**src/rtl/i2c_pkg.sv**
```systemverilog
// i2c_pkg: shared I2C state encoding, ACK levels and filter default.
package i2c_pkg;
   localparam logic I2C_ACK      = 1'b0;
   localparam logic I2C_NACK     = 1'b1;
   localparam int   I2C_FILT_LEN = 3;
   typedef enum logic [3:0] {
      IDLE, ADDR, ACK_A, PTR, ACK_W, WDATA, RD_LOAD, RDATA, MACK, IGNORE
   } i2c_state_e;
endpackage

```
**src/rtl/i2c_line_filter.sv**
```systemverilog
// i2c_line_filter: synchronises and deglitches SCL/SDA, then flags SCL edges and START/STOP.
module i2c_line_filter
   import i2c_pkg::*;
#(
   parameter int FILT_LEN = I2C_FILT_LEN
) (
   input  logic i_clk,
   input  logic i_rst_n,
   input  logic i_scl,
   input  logic i_sda,
   output logic o_sda,
   output logic o_scl_rise,
   output logic o_scl_fall,
   output logic o_start,
   output logic o_stop
);
   logic [1:0]          r_scl_sync, r_sda_sync;
   logic [FILT_LEN-1:0] r_scl_hist, r_sda_hist;
   logic                r_scl, r_sda, r_scl_d, r_sda_d;
   // idle bus is high, so everything resets to 1 to avoid a phantom START/STOP
   always_ff @(posedge i_clk or negedge i_rst_n)
      if (!i_rst_n) begin
         r_scl_sync <= '1;
         r_sda_sync <= '1;
         r_scl_hist <= '1;
         r_sda_hist <= '1;
         r_scl      <= 1'b1;
         r_sda      <= 1'b1;
         r_scl_d    <= 1'b1;
         r_sda_d    <= 1'b1;
      end else begin
         r_scl_sync <= {r_scl_sync[0], i_scl};
         r_sda_sync <= {r_sda_sync[0], i_sda};
         r_scl_hist <= FILT_LEN'({r_scl_hist, r_scl_sync[1]});
         r_sda_hist <= FILT_LEN'({r_sda_hist, r_sda_sync[1]});
         r_scl      <= &r_scl_hist ? 1'b1 : ~|r_scl_hist ? 1'b0 : r_scl;
         r_sda      <= &r_sda_hist ? 1'b1 : ~|r_sda_hist ? 1'b0 : r_sda;
         r_scl_d    <= r_scl;
         r_sda_d    <= r_sda;
      end
   assign o_sda      = r_sda;
   assign o_scl_rise = r_scl & ~r_scl_d;
   assign o_scl_fall = ~r_scl & r_scl_d;
   assign o_start    = r_scl & r_scl_d & r_sda_d & ~r_sda;
   assign o_stop     = r_scl & r_scl_d & ~r_sda_d & r_sda;
endmodule

```
**src/rtl/i2c_target_regs.sv**
```systemverilog
// i2c_target_regs: I2C target exposing a pointer-addressed byte register port.
module i2c_target_regs
   import i2c_pkg::*;
#(
   parameter logic [6:0] SLV_ADDR = 7'h48,
   parameter int         PTR_W    = 8,
   parameter int         FILT_LEN = I2C_FILT_LEN
) (
   input  logic             clk_i,
   input  logic             rst_n_i,
   input  logic             scl_i,
   input  logic             sda_i,
   output logic             sda_oen_o,
   output logic [PTR_W-1:0] reg_addr_o,
   output logic [7:0]       reg_wdata_o,
   output logic             reg_we_o,
   output logic             reg_re_o,
   input  logic [7:0]       reg_rdata_i,
   output logic             busy_o
);
   logic       w_sda, w_scl_rise, w_scl_fall, w_start, w_stop, w_match;
   logic [7:0] w_byte;
   i2c_state_e r_state;
   logic [7:0] r_sr;
   logic [3:0] r_cnt;
   logic       r_rw, r_ph, r_mack;

   i2c_line_filter #(.FILT_LEN(FILT_LEN)) u_filt (
      .i_clk      (clk_i),
      .i_rst_n    (rst_n_i),
      .i_scl      (scl_i),
      .i_sda      (sda_i),
      .o_sda      (w_sda),
      .o_scl_rise (w_scl_rise),
      .o_scl_fall (w_scl_fall),
      .o_start    (w_start),
      .o_stop     (w_stop)
   );

   assign w_byte  = {r_sr[6:0], w_sda};
   assign w_match = r_sr[6:0] == SLV_ADDR;

   always_ff @(posedge clk_i or negedge rst_n_i)
      if (!rst_n_i) begin
         r_state     <= IDLE;
         sda_oen_o   <= 1'b1;
         reg_addr_o  <= '0;
         reg_wdata_o <= '0;
         reg_we_o    <= 1'b0;
         reg_re_o    <= 1'b0;
         busy_o      <= 1'b0;
         r_sr        <= '0;
         r_cnt       <= '0;
         r_rw        <= 1'b0;
         r_ph        <= 1'b0;
         r_mack      <= I2C_NACK;
      end else begin
         reg_we_o <= 1'b0;
         reg_re_o <= 1'b0;
         if (w_stop) begin
            r_state   <= IDLE;
            sda_oen_o <= 1'b1;
            busy_o    <= 1'b0;
         end else if (w_start) begin
            r_state   <= ADDR;
            sda_oen_o <= 1'b1;
            r_cnt     <= '0;
         end else
            case (r_state)
               ADDR: if (w_scl_rise) begin
                  r_sr  <= w_byte;
                  r_cnt <= r_cnt + 4'd1;
                  r_rw  <= w_sda;
                  r_ph  <= 1'b0;
                  if (r_cnt == 4'd7) begin
                     r_state <= w_match ? ACK_A : IGNORE;
                     if (w_match) busy_o <= 1'b1;
                  end
               end
               // first scl_fall drives ACK, second releases it and moves on
               ACK_A, ACK_W: begin
                  if (r_state == ACK_W && reg_we_o) reg_addr_o <= reg_addr_o + PTR_W'(1);
                  if (w_scl_fall) begin
                     r_ph      <= 1'b1;
                     r_cnt     <= '0;
                     sda_oen_o <= r_ph ? 1'b1 : I2C_ACK;
                     if (r_ph) begin
                        r_state  <= r_state == ACK_W ? WDATA : r_rw ? RD_LOAD : PTR;
                        reg_re_o <= r_state == ACK_A && r_rw;
                     end
                  end
               end
               PTR, WDATA: if (w_scl_rise) begin
                  r_sr  <= w_byte;
                  r_cnt <= r_cnt + 4'd1;
                  if (r_cnt == 4'd7) begin
                     r_state <= ACK_W;
                     r_ph    <= 1'b0;
                     if (r_state == PTR)
                        reg_addr_o <= PTR_W'(w_byte);
                     else begin
                        reg_wdata_o <= w_byte;
                        reg_we_o    <= 1'b1;
                     end
                  end
               end
               // reg_re_o was raised on entry, so reg_rdata_i is valid now
               RD_LOAD: begin
                  r_sr      <= {reg_rdata_i[6:0], 1'b0};
                  sda_oen_o <= reg_rdata_i[7];
                  r_cnt     <= 4'd1;
                  r_state   <= RDATA;
               end
               RDATA: if (w_scl_fall) begin
                  r_sr      <= {r_sr[6:0], 1'b0};
                  r_cnt     <= r_cnt + 4'd1;
                  sda_oen_o <= r_cnt == 4'd8 ? 1'b1 : r_sr[7];
                  if (r_cnt == 4'd8) r_state <= MACK;
               end
               MACK: begin
                  if (w_scl_rise) begin
                     r_mack     <= w_sda;
                     reg_addr_o <= reg_addr_o + PTR_W'(1);
                  end
                  if (w_scl_fall) begin
                     r_state  <= r_mack == I2C_ACK ? RD_LOAD : IGNORE;
                     reg_re_o <= r_mack == I2C_ACK;
                  end
               end
               default: ;
            endcase
      end
endmodule

```
**config.mk**
```make
export PLATFORM = sky130hd
export DESIGN_NAME = i2c_target_regs
export DESIGN_NICKNAME = d
export VERILOG_FILES = /design/src/rtl/i2c_pkg.sv /design/src/rtl/i2c_line_filter.sv /design/src/rtl/i2c_target_regs.sv
export SDC_FILE = /design/constraint.sdc
export NUM_CORES = 1
export LEC_CHECK = 0
export CORE_UTILIZATION = 50
export DETAILED_ROUTE_END_ITERATION = 8
export HOLD_SLACK_MARGIN = 0.08
export PLACE_DENSITY = 0.72
export SKIP_LAST_GASP = 1
export SLEW_MARGIN = 25
export SYNTH_ARGS = -nofsm -noshare
export SYNTH_HDL_FRONTEND = slang
export SYNTH_SLANG_ARGS = --single-unit
export TNS_END_PERCENT = 100
```
**constraint.sdc**
```tcl
create_clock -name clk_i -period 2.4 [get_ports clk_i]
set_input_delay 0.48 -clock clk_i [delete_from_list [all_inputs] [get_ports clk_i]]
set_output_delay 0.48 -clock clk_i [all_outputs]
set_load 0.005 [all_outputs]
```
=== After elaboration in Yosys (flattened, before gate mapping) ===
Cells that the tools add are included.

* Input bits: 12
* Logic and storage cells: 165
* Bits in registers: 53

* Bitwise gates (word level): 15
* $add $sub $neg: 2
* Muxes and demuxes: 64
* Reduce and logical (&&, ||, !) cells: 29
* Equality and inequality tests: 35

{| class="wikitable"
|+ Operators with widths
! operator !! count
|-
| 4-bit 2-to-1 mux || 17
|-
| 8-bit 2-to-1 mux || 7
|-
| 8-bit one-hot mux with 3 select lines || 2
|-
| 1-bit 2-to-1 mux || 31
|-
| 4-bit one-hot mux with 6 select lines || 1
|-
| 4-bit by 3-bit == test with 1-bit output, second input constant || 5
|-
| 4-bit by 1-bit != test with 1-bit output, second input constant || 5
|-
| 2-bit by 1-bit != test with 1-bit output, second input constant || 8
|-
| 4-bit by 2-bit != test with 1-bit output, second input constant || 4
|-
| 4-bit one-hot mux with 4 select lines || 1
|-
| 5-bit AND reduction || 3
|-
| 10-bit AND reduction || 1
|-
| 5-bit nonzero test || 2
|-
| 3-bit by 1-bit != test with 1-bit output, second input constant || 3
|-
| 3-bit AND reduction || 3
|-
| 3-bit nonzero test || 3
|-
| 3-bit OR reduction || 3
|-
| 8-bit by 1-bit adder with 8-bit output, second input constant || 1
|-
| 4-bit by 2-bit == test with 1-bit output, second input constant || 2
|-
| 4-bit == test, second input constant || 2
|-
| 2-bit != test, second input constant || 4
|-
| 1-bit inverter || 8
|-
| 4-bit AND reduction || 2
|-
| 8-bit AND reduction || 1
|-
| 13 further kinds || 26
|}

=== Longest topological paths before layout ===
Gate-level depths: netlist of run 1.

* Word-level depth: 7
* Depth in mapped cells: 8
* Mapped depth without buffers: 7

=== By module ===
A second synthesis of run 1 with hierarchy kept.

* Cell total of the unflattened synthesis: 305
* Area, all modules: 3057.9 µm²

{| class="wikitable"
|+ By module, submodules not included
! module !! cells each !! area an instance (µm²) !! times used !! seq. area each (µm²)
|-
| i2c_target_regs || 278 || 2607.5 || 1 || 978.4
|-
| i2c_line_filter || 27 || 450.4 || 1 || 367.9
|}

=== Worst setup path before layout of run 1 ===
No wires, ideal clock.

* Kind: flip-flop to flip-flop
* Start: reg u_filt.r_scl
* End: reg r_state[0]
* Path slack: 0.466 ns
* Path buffers: 0
* Data arrival time: 1.809 ns
* Cell stages (with the launch flop): 6
* Library setup time: 0.125 ns
* Cell sequence: dfstp_2 > and2b_4 > nand4b_4 > a221o_1 > o21ai_0 > mux2_2

* Cells in the longest elaborated chain, start to end: 5

{| class="wikitable"
|+ RTL lines
! item !! RTL line !! text
|-
| start, declared || i2c_line_filter.sv:19 || <nowiki>logic r_scl, r_sda, r_scl_d, r_sda_d;</nowiki>
|-
| start signal, assigned || i2c_line_filter.sv:36 || <nowiki>r_scl <= &r_scl_hist ? 1'b1 : ~|r_scl_hist ? 1'b0 : r_scl;</nowiki>
|-
| 1-bit bitwise AND || i2c_line_filter.sv:44, i2c_line_filter.sv:45 ||
|-
| 1-bit bitwise AND, on equally long branches (2 in a row) || i2c_line_filter.sv:45, i2c_line_filter.sv:44 ||
|-
| 4-bit by 1-bit != test with 1-bit output (no line), or another cell as far along || n/a ||
|-
| 10-bit AND reduction (no line) or 4-bit 2-to-1 mux (tied branches) || n/a ||
|-
| end signal, assigned || i2c_target_regs.sv:76 || <nowiki>r_state <= w_match ? ACK_A : IGNORE;</nowiki>
|-
| end signal, assigned || i2c_target_regs.sv:88 || <nowiki>r_state <= r_state == ACK_W ? WDATA : r_rw ? RD_LOAD : PTR;</nowiki>
|-
| end signal, assigned || i2c_target_regs.sv:126 || <nowiki>r_state <= r_mack == I2C_ACK ? RD_LOAD : IGNORE;</nowiki>
|-
| end, declared || i2c_target_regs.sv:23 || <nowiki>i2c_state_e r_state;</nowiki>
|}

Parallel ways exist; a longest one is shown, timed or not.
A chain may end at the register's enable or synchronous reset.

=== Worst setup path after layout of run 1 ===
* Start: reg r_state[2]
* End: reg r_cnt[3]

* Cells in the longest elaborated chain, start to end: 4

{| class="wikitable"
|+ RTL lines
! item !! RTL line !! text
|-
| 4-bit by 2-bit == test with 1-bit output, or another cell as far along || i2c_target_regs.sv:69 || <nowiki>case (r_state)</nowiki>
|-
| 3-bit OR reduction (no line) or 2-bit OR reduction (tied branches) || n/a ||
|-
| 3-bit by 1-bit != test with 1-bit output (no line), or another cell as far along || n/a ||
|-
| 5-bit AND reduction (no line) or 4-bit 2-to-1 mux (tied branches) || n/a ||
|-
| end signal, assigned || i2c_target_regs.sv:72 || <nowiki>r_cnt <= r_cnt + 4'd1;</nowiki>
|-
| end signal, assigned || i2c_target_regs.sv:95 || <nowiki>r_cnt <= r_cnt + 4'd1;</nowiki>
|-
| end signal, assigned || i2c_target_regs.sv:116 || <nowiki>r_cnt <= r_cnt + 4'd1;</nowiki>
|-
| end, declared || i2c_target_regs.sv:25 || <nowiki>logic [3:0] r_cnt;</nowiki>
|}

Parallel ways exist; a longest one is shown, timed or not.

==> run summary, run 1 <==
DRC viols = 0
Seq/Total Area, Yosys = 46.8%
Reg area = 1350 sq um
Fin Setup TNS = 0 ns
area of the multi-input gates = 1400 sq um
clk sinks = 53
Hold/Removal Path Class = input port to asynchronous set/reset pin
Max Cap Viol = 0
Post-Syn Area = 2880 sq um
cts repair resizes = 0
PD cells = 1110 nW/um^2
Total GRT Usage = 23.6%
Die H = 77.9 um
vias per cell = 5.90
placed insts = 385
final instance count without filler cells = 393
skew final = 0.0159 ns
CTS tree = yes
Sw Ratio = 41.7%
Critical Path RT = 2.64 ns
GPL Wtd Cong = 0.905
Finish-stage setup viols = 0
Worst-Margin Slew = 0.684 ns
clk_lat worst skew = 0.32 ns
final hold vios = 0
Area growth, synth to finish = 18.0%
crit path kind = register to register
logic gate share of total power = 44.3%
post-layout util = 61.3%
critical path arrival = 2.41 ns
GR Overflow Total = 0
Setup Buffers After CTS = 0
#FFs+latches synth = 53
ANT nets after route = 0
deepest clock path buffer count = 2
worst IR drop on VDD = 0.495 mV
Die ar. = 6060 sq um
RSZ-0062 raised after global routing = no
clock transition at the registers of the reported paths = 0.11 ns
Die Wd = 77.9 um
Initial Utilization = 51.9%
cts bufs inserted = 5
CORE AREA = 5540 sq um
f_max = 462 MHz
FFs w/ async S/R, synth = 100%
Ports = 32
Psw = 1.57 mW
Tot Pwr = 3.77 mW
routed len/inst = 16.7 um
Final nets = 335
ant diodes = 0
# hold bufs at CTS = 0
top_reg_cell synth = dfrtp_1
via count = 2318
Tcrit/Tclk final = 90.3%
FILL cells = 480
Synth Area per Inst = 10.2 sq um
Leak = 1.45 nW
minimum clock period = 2.17 ns
WL final = 6.58 mm
Synth Instances = 283
1st-iter DRT viols = 207
first-pass GRT wire length = 11.1 mm
max-slew violations = 0
Sequential Power Share = 39.7%
warnings from Yosys = 0
number of synthesized flops with an enable pin = 0
Post-Syn Nets = 298
vias in the first global route = 2196
DPL Wire Length = 4.67 mm
Pint = 2.19 mW
library cells used by synthesis = 65
initial antenna violation count = 0
largest net degree at the start of global routing = 25
CTS root buf = clkbuf_8
row count = 27
Crit. End Element = register
IO buf count = 31
share of post-route cells with drive strength above 1 = 19.3%
status = finished clean
Critical Path Start Type = register
clock power share = 16.0%
Crit Path Max Fanout = 21
First-pass DRT Iterations = 4
relative slew slack = 54.4%
CTS H-tree lvls = 2
through the flow:
step / area [sq um] / hold WS [ns] / setup slack (ns)
2_1_floorplan: 2880 / 0.184 / 0.466
3_3_place_gp: 3280 / 0.346 / 0.323
3_5_place_dp: 3280 / 0.348 / 0.302
4_1_cts: 3390 / 0.156 / 0.270
5_1_grt: 3390 / 0.180 / 0.0695
6_report: 3390 / 0.122 / 0.234
cell families (layout without fill, tap and decap cells):
group           count (synthesis)  after routing  synth area share [%]
buf+inv                        25             63                  4.44
compound gates                 80             80                  18.2
simple gates                   95             95                  19.5
flops                          53             53                  46.8
xor+xnor                        3              3                 0.914
fa+ha+maj                       4              4                  1.65
mux                            23             23                  8.53
layout by cell type (no fill, tap or decap), types with 4 or more instances in the layout:
cell	n
a21oi_1	20
buf_4	13
clkbuf_8	5
clkdlybuf4s50_1	30
dfrtp_1	37
dfstp_2	16
inv_1	11
mux2_2	12
mux2i_1	11
nand2_1	26
nand2b_1	6
nand3_1	10
nor2_1	13
nor2b_1	4
nor3_1	7
o211ai_1	5
o21ai_0	25
cells in the mapped netlist, types with 4 or more instances:
library cell	instances	area, sq um
nand2b_1	6	37.5
a21oi_1	20	100
inv_1	11	41.3
dfstp_2	16	420
o211ai_1	5	37.5
mux2_2	12	135
nand2_1	26	97.6
nand3_1	10	50.1
o21ai_0	25	125
mux2i_1	11	110
nor3_1	7	35.0
nor2_1	13	48.8
nor2b_1	4	25.0
buf_2	6	30.0
dfrtp_1	37	926
critical path, stage by stage (launching register included):
cell and delay, ns:
dfrtp_1 0.80, xor2_1 0.20, o211ai_1 0.27, nand4b_2 0.21, or4_1 0.43, a31oi_1 0.16
registers in the layout, indices dropped and copies added, names as in the netlist, 2 cells and up:
register,cells
u_filt.r_sda_hist,3
u_filt.r_scl_hist,3
r_sr,8
reg_wdata_o,8
reg_addr_o,8
u_filt.r_scl_sync,2
r_cnt,4
u_filt.r_sda_sync,2
r_state,4
final cells by class:
cell class / instances / area share, %
Multi-Input combinational cell: 205 / 41.3
Clock buffer: 6 / 2.76
Sequential cell: 53 / 39.7
Inverter: 11 / 1.22
Clock inverter: 2 / 0.516
Tap cell: 72 / 2.65
Timing Repair Buffer: 44 / 11.9
metal layers:
layer,part of all wire (%),global-route usage (%)
met1,46,33.3
met2,48,37.3
met3,5.3,4.24
met4,0.67,6.23
met5,0,0
power by group through the flow:
stage | combinational, mW | sequential (mW) | clock [mW]
after global routing | 1.86 | 1.54 | 0.641
final | 1.67 | 1.49 | 0.602
after detailed placement | 1.66 | 1.50 | 0
after floorplan | 1.33 | 1.31 | 0
after global placement | 1.63 | 1.49 | 0
after CTS | 1.67 | 1.48 | 0.616
final timing paths:
check	startpoint	cells after the start	endpoint	slack, ns
setup / recovery	r_state[2]	5	r_cnt[3]	0.23
hold / removal	rst_n_i	1	r_state[1]	0.12
setup reg to reg	r_state[2]	5	r_cnt[3]	0.23
hold reg to reg	u_filt.r_sda_sync[1]	0	u_filt.r_sda_hist[0]	0.35
max in group asynchronous	rst_n_i	2	sda_oen_o	1.56
min in group clk_i	u_filt.r_sda_sync[1]	0	u_filt.r_sda_hist[0]	0.35
No activity file was read; power rests on OpenSTA's default activity.
==> inputs of run 2 (changes only) <==
--- a/config.mk
+++ b/config.mk
@@ -5,8 +5,10 @@
 export SDC_FILE = /design/constraint.sdc
 export NUM_CORES = 1
 export LEC_CHECK = 0
+export CAP_MARGIN = 20
 export CORE_UTILIZATION = 50
 export DETAILED_ROUTE_END_ITERATION = 8
+export GPL_ROUTABILITY_DRIVEN = 0
 export HOLD_SLACK_MARGIN = 0.08
 export PLACE_DENSITY = 0.72
 export SKIP_LAST_GASP = 1
==> run summary, run 2 (synthesized netlist as in run 1, its figures left out) <==
most frequent cells in the layout = dfrtp_1 (37), clkdlybuf4s50_1 (30), nand2_1 (26), o21ai_0 (25), a21oi_1 (20) (unchanged)
via count = 2364 (was 2318)
Ports = 32 (unchanged)
GR Overflow Total = 0 (unchanged)
Die ar. = 6060 sq um (unchanged)
first-pass GRT wire length = 11.0 mm (was 11.1 mm)
RSZ-0062 raised after global routing = no (unchanged)
Fin Setup TNS = 0 ns (unchanged)
# hold bufs at CTS = 0 (unchanged)
largest net degree at the start of global routing = 54 (was 25)
ANT nets after route = 0 (unchanged)
largest registers = r_sr (8), reg_addr_o (8), reg_wdata_o (8) (unchanged)
1st-iter DRT viols = 312 (was 207)
status = finished clean (unchanged)
cts repair resizes = 0 (unchanged)
Tot Pwr = 3.85 mW (was 3.77 mW)
Crit. End Element = register (unchanged)
DPL Wire Length = 4.53 mm (was 4.67 mm)
Area growth, synth to finish = 18.8% (was 18.0%)
share of post-route cells with drive strength above 1 = 19.1% (was 19.3%)
clk_lat worst skew = 0.31 ns (was 0.32 ns)
Setup Buffers After CTS = 0 (unchanged)
Die H = 77.9 um (unchanged)
Total GRT Usage = 23.4% (was 23.6%)
clock transition at the registers of the reported paths = 0.10 ns (was 0.11 ns)
Finish-stage setup viols = 0 (unchanged)
Critical Path Start Type = register (unchanged)
r2r worst-path depth = 5 (unchanged)
worst r2r dst = r_cnt[3] (unchanged)
Initial Utilization = 51.9% (unchanged)
critical path arrival = 2.40 ns (was 2.41 ns)
Leak = 1.46 nW (was 1.45 nW)
Hold/Removal Path Class = input port to asynchronous set/reset pin (unchanged)
initial antenna violation count = 0 (unchanged)
final hold slack = 0.138 ns (was 0.122 ns)
minimum clock period = 2.16 ns (was 2.17 ns)
PD cells = 1130 nW/um^2 (was 1110 nW/um^2)
worst IR drop on VDD = 0.486 mV (was 0.495 mV)
Critical Path RT = 2.64 ns (about the same)
WL final = 6.47 mm (was 6.58 mm)
Tcrit/Tclk final = 90.2% (was 90.3%)
Die Wd = 77.9 um (unchanged)
FILL cells = 482 (was 480)
routed len/inst = 16.5 um (was 16.7 um)
final hold vios = 0 (unchanged)
commonest non-fill, non-tap cell in the layout = dfrtp_1 (unchanged)
Reg area = 1350 sq um (unchanged)
Final nets = 334 (was 335)
vias in the first global route = 2206 (was 2196)
CTS tree = yes (unchanged)
Worst-Margin Slew = 0.690 ns (was 0.684 ns)
max-slew violations = 0 (unchanged)
CORE AREA = 5540 sq um (unchanged)
Critical R2R Launch = r_state[2] (unchanged)
vias per cell = 6.03 (was 5.90)
ant diodes = 0 (unchanged)
crit path kind = register to register (unchanged)
area of the multi-input gates = 1400 sq um (unchanged)
CTS root buf = clkbuf_8 (unchanged)
relative slew slack = 54.0% (was 54.4%)
deepest clock path buffer count = 2 (unchanged)
DRC viols = 0 (unchanged)
f_max = 462 MHz (about the same)
Max Cap Viol = 0 (unchanged)
First-pass DRT Iterations = 4 (unchanged)
IO buf count = 31 (unchanged)
CTS H-tree lvls = 2 (unchanged)
cts bufs inserted = 5 (unchanged)
skew final = 0.0114 ns (was 0.0159 ns)
clk sinks = 53 (unchanged)
row count = 27 (unchanged)
Crit Path Max Fanout = 21 (unchanged)
FF-to-FF setup slack = 0.24 ns (was 0.23 ns)
[run 2: cell types whose count changed in the layout (fill, tap and decap cells not counted)]
cell,change
buf_4,-2
clkinv_2,+1
bufinv_16,+1
buf_12,+1
inv_6,-2
[run 2: worst max path at each step]
stage,start,end,slack (ns),cells past startpoint
4_1_cts,r_state[2],r_cnt[3],0.25,5
6_report,r_state[2],r_cnt[3],0.24,5
3_3_place_gp,r_state[2],r_cnt[3],0.34,5
3_5_place_dp,r_state[2],r_cnt[3],0.28,5
2_1_floorplan,u_filt.r_scl,r_state[0],0.47,5
5_1_grt,r_state[2],r_cnt[3],0.06,5
[run 2: power breakdown]
part | leakage, nW | total [mW] | switching (mW) | internal (mW)
logic | 0.742 | 1.68 | 0.899 | 0.785
registers | 0.649 | 1.50 | 0.366 | 1.13
clock network | 0.0663 | 0.671 | 0.298 | 0.372
[run 2: critical path, cell delays in order (launching register included)]
cell and delay [ns]:
dfrtp_1 0.80, xor2_1 0.21, o211ai_1 0.28, nand4b_2 0.21
or4_1 0.43, a31oi_1 0.16
[run 2: cell type report]
class	count	area share [%]
Tap cell	72	2.64
Inverter	11	1.21
Multi-Input combinational cell	205	41.0
Sequential cell	53	39.4
Timing Repair Buffer	43	11.9
Clock buffer	6	2.75
Clock inverter	2	1.03
[run 2: layer usage]
metal	wire, um	GRT usage (%)	vias up	part of all wire, %
li1	-	-	1113	-
met1	2960	32.5	1151	46
met2	3010	35.7	85	47
met3	373	5.41	15	5.8
met4	129	8.30	0	2.0
met5	0	0	-	0
[run 2: stage by stage]
step	area [sq um]	utilization, %	setup slack (ns)	cells
2_1_floorplan	2880	-	0.466	283
3_3_place_gp	3290	59.3	0.337	384
3_5_place_dp	3290	59.3	0.278	384
4_1_cts	3420	61.7	0.252	392
5_1_grt	3420	61.7	0.0586	392
6_report	3420	61.7	0.235	392
==> inputs of run 3 (changes only) <==
--- a/config.mk
+++ b/config.mk
@@ -5,12 +5,12 @@
 export SDC_FILE = /design/constraint.sdc
 export NUM_CORES = 1
 export LEC_CHECK = 0
-export CAP_MARGIN = 20
 export CORE_UTILIZATION = 50
 export DETAILED_ROUTE_END_ITERATION = 8
 export GPL_ROUTABILITY_DRIVEN = 0
 export HOLD_SLACK_MARGIN = 0.08
 export PLACE_DENSITY = 0.72
+export SETUP_SLACK_MARGIN = 0.4
 export SKIP_LAST_GASP = 1
 export SLEW_MARGIN = 25
 export SYNTH_ARGS = -nofsm -noshare
==> run summary, run 3 (synthesized netlist as in run 1, its figures left out) <==
Finish-stage setup viols = 0 (unchanged)
minimum clock period = 2.01 ns (was 2.16 ns)
commonest non-fill, non-tap cell in the layout = dfrtp_1 (unchanged)
Max Cap Viol = 0 (unchanged)
initial antenna violation count = 0 (unchanged)
First-pass DRT Iterations = 4 (unchanged)
share of post-route cells with drive strength above 1 = 23.5% (was 19.1%)
Crit. End Element = register (unchanged)
Area growth, synth to finish = 22.9% (was 18.8%)
Worst-Margin Slew = 0.509 ns (was 0.690 ns)
clock transition at the registers of the reported paths = 0.10 ns (about the same)
CORE AREA = 5540 sq um (unchanged)
CTS root buf = clkbuf_8 (unchanged)
GR Overflow Total = 0 (unchanged)
cts bufs inserted = 5 (unchanged)
Die Wd = 77.9 um (unchanged)
skew final = 0.0113 ns (was 0.0114 ns)
most frequent cells in the layout = dfrtp_1 (33), clkdlybuf4s50_1 (30), nand2_1 (26), o21ai_0 (24) (was dfrtp_1 (37), clkdlybuf4s50_1 (30), nand2_1 (26), o21ai_0 (25), a21oi_1 (20))
WL final = 6.78 mm (was 6.47 mm)
ANT nets after route = 0 (unchanged)
# hold bufs at CTS = 0 (unchanged)
pre-CTS WS = 0.278 ns (unchanged)
IO buf count = 31 (unchanged)
row count = 27 (unchanged)
Fin Setup TNS = 0 ns (unchanged)
deepest clock path buffer count = 2 (unchanged)
crit path kind = register to register (unchanged)
clk sinks = 53 (unchanged)
FILL cells = 471 (was 482)
f_max = 498 MHz (was 462 MHz)
worst IR drop on VDD = 0.477 mV (was 0.486 mV)
DPL Wire Length = 4.53 mm (unchanged)
vias in the first global route = 2249 (was 2206)
1st-iter DRT viols = 294 (was 312)
Leak = 1.52 nW (was 1.46 nW)
post-route setup slack = 0.392 ns (was 0.235 ns)
Crit Path Max Fanout = 5 (was 21)
Initial Utilization = 51.9% (unchanged)
routed len/inst = 16.8 um (was 16.5 um)
RSZ-0062 raised after global routing = yes (was no)
Ports = 32 (unchanged)
vias per cell = 6.06 (was 6.03)
Die H = 77.9 um (unchanged)
largest registers = r_sr (8), reg_addr_o (8), reg_wdata_o (8) (unchanged)
status = finished clean (unchanged)
largest net degree at the start of global routing = 54 (unchanged)
Total GRT Usage = 23.6% (was 23.4%)
first-pass GRT wire length = 11.1 mm (was 11.0 mm)
Critical Path RT = 2.59 ns (was 2.64 ns)
Hold/Removal Path Class = input port to asynchronous set/reset pin (unchanged)
CTS H-tree lvls = 2 (unchanged)
CP startpoint = r_cnt[0] (was r_state[2])
critical path arrival = 2.19 ns (was 2.40 ns)
ant diodes = 0 (unchanged)
relative slew slack = 66.0% (was 54.0%)
Tcrit/Tclk final = 83.7% (was 90.2%)
via count = 2449 (was 2364)
Critical Path Start Type = register (unchanged)
Final nets = 346 (was 334)
final hold vios = 0 (unchanged)
clk_lat worst skew = 0.31 ns (about the same)
max-slew violations = 0 (unchanged)
Die ar. = 6060 sq um (unchanged)
CTS tree = yes (unchanged)
PD cells = 1140 nW/um^2 (was 1130 nW/um^2)
Tot Pwr = 4.04 mW (was 3.85 mW)
DRC viols = 0 (unchanged)
Critical R2R Launch = r_cnt[0] (was r_state[2])
[run 3: changes by cell type in the layout (fill, tap and decap cells not counted), sizes merged]
cell | previous run | this run
buf | 13 | 24
clkbuf | 6 | 7
[run 3: timing repair]
item                                    4_1_cts  5_1_grt
hold endpoints to repair                      0        0
gates resized for setup                       4       10
gates cloned                                  0        0
endpoints found under the setup margin       25       12
pin swaps                                     1        5
setup buffers                                 4        8
[run 3: through the flow]
| step | utilization [%] | instances | hold slack (ns) | cell area [sq um] |
|---|---|---|---|---|
| finish | 63.8 | 404 | 0.137 | 3540 |
| floorplan | - | 283 | 0.184 | 2880 |
| global placement | 59.3 | 384 | 0.346 | 3290 |
| detailed placement | 59.3 | 384 | 0.347 | 3290 |
| global route | 63.8 | 404 | 0.175 | 3540 |
| CTS | 62.3 | 396 | 0.151 | 3450 |
[run 3: final timing paths]
| path | end | slack [ns] | cells past startpoint |
|---|---|---|---|
| worst max-delay path | r_state[3] | 0.39 | 7 |
| min in group clk_i | u_filt.r_sda_hist[0] | 0.35 | 0 |
| worst min register to register | u_filt.r_sda_hist[0] | 0.35 | 0 |
| max in group asynchronous | u_filt.o_sda | 1.95 | 2 |
| worst min-delay path | r_state[0] | 0.14 | 2 |
| worst max register to register | r_state[3] | 0.39 | 7 |
[run 3: area by class of cell]
cell class                 instances  area [sq um]  share of cell area [%]
clock buffer                       6          93.8                    2.65
clock inverter                     2          35.0                   0.991
inverter                          11          41.3                    1.17
multi-input combinational        205          1420                    40.2
sequential                        53          1360                    38.4
tap                               72          90.1                    2.55
timing repair buffer              55           499                    14.1
[run 3: routing by layer]
layer | track usage (%) | share of wire (%) | vias to the layer above | wire, um
met5 | 0 | 0 | - | 0
met4 | 8.68 | 1.9 | 0 | 132
met3 | 5.41 | 7.4 | 15 | 503
met1 | 32.4 | 44 | 1181 | 2970
li1 | - | - | 1138 | -
met2 | 36.3 | 47 | 115 | 3170
[run 3: worst max-delay path, cell delays in order (launching register included)]
cell,delay [ns]
dfrtp_1,0.41
inv_1,0.06
ha_1,0.14
nand3b_1,0.11
a31o_2,0.27
a221o_1,0.41
o311ai_1,0.35
o31ai_1,0.14
[run 3: power by group]
part / internal [mW] / switching (mW)
clock: 0.372 / 0.299
combinational: 0.888 / 1.02
sequential: 1.15 / 0.311
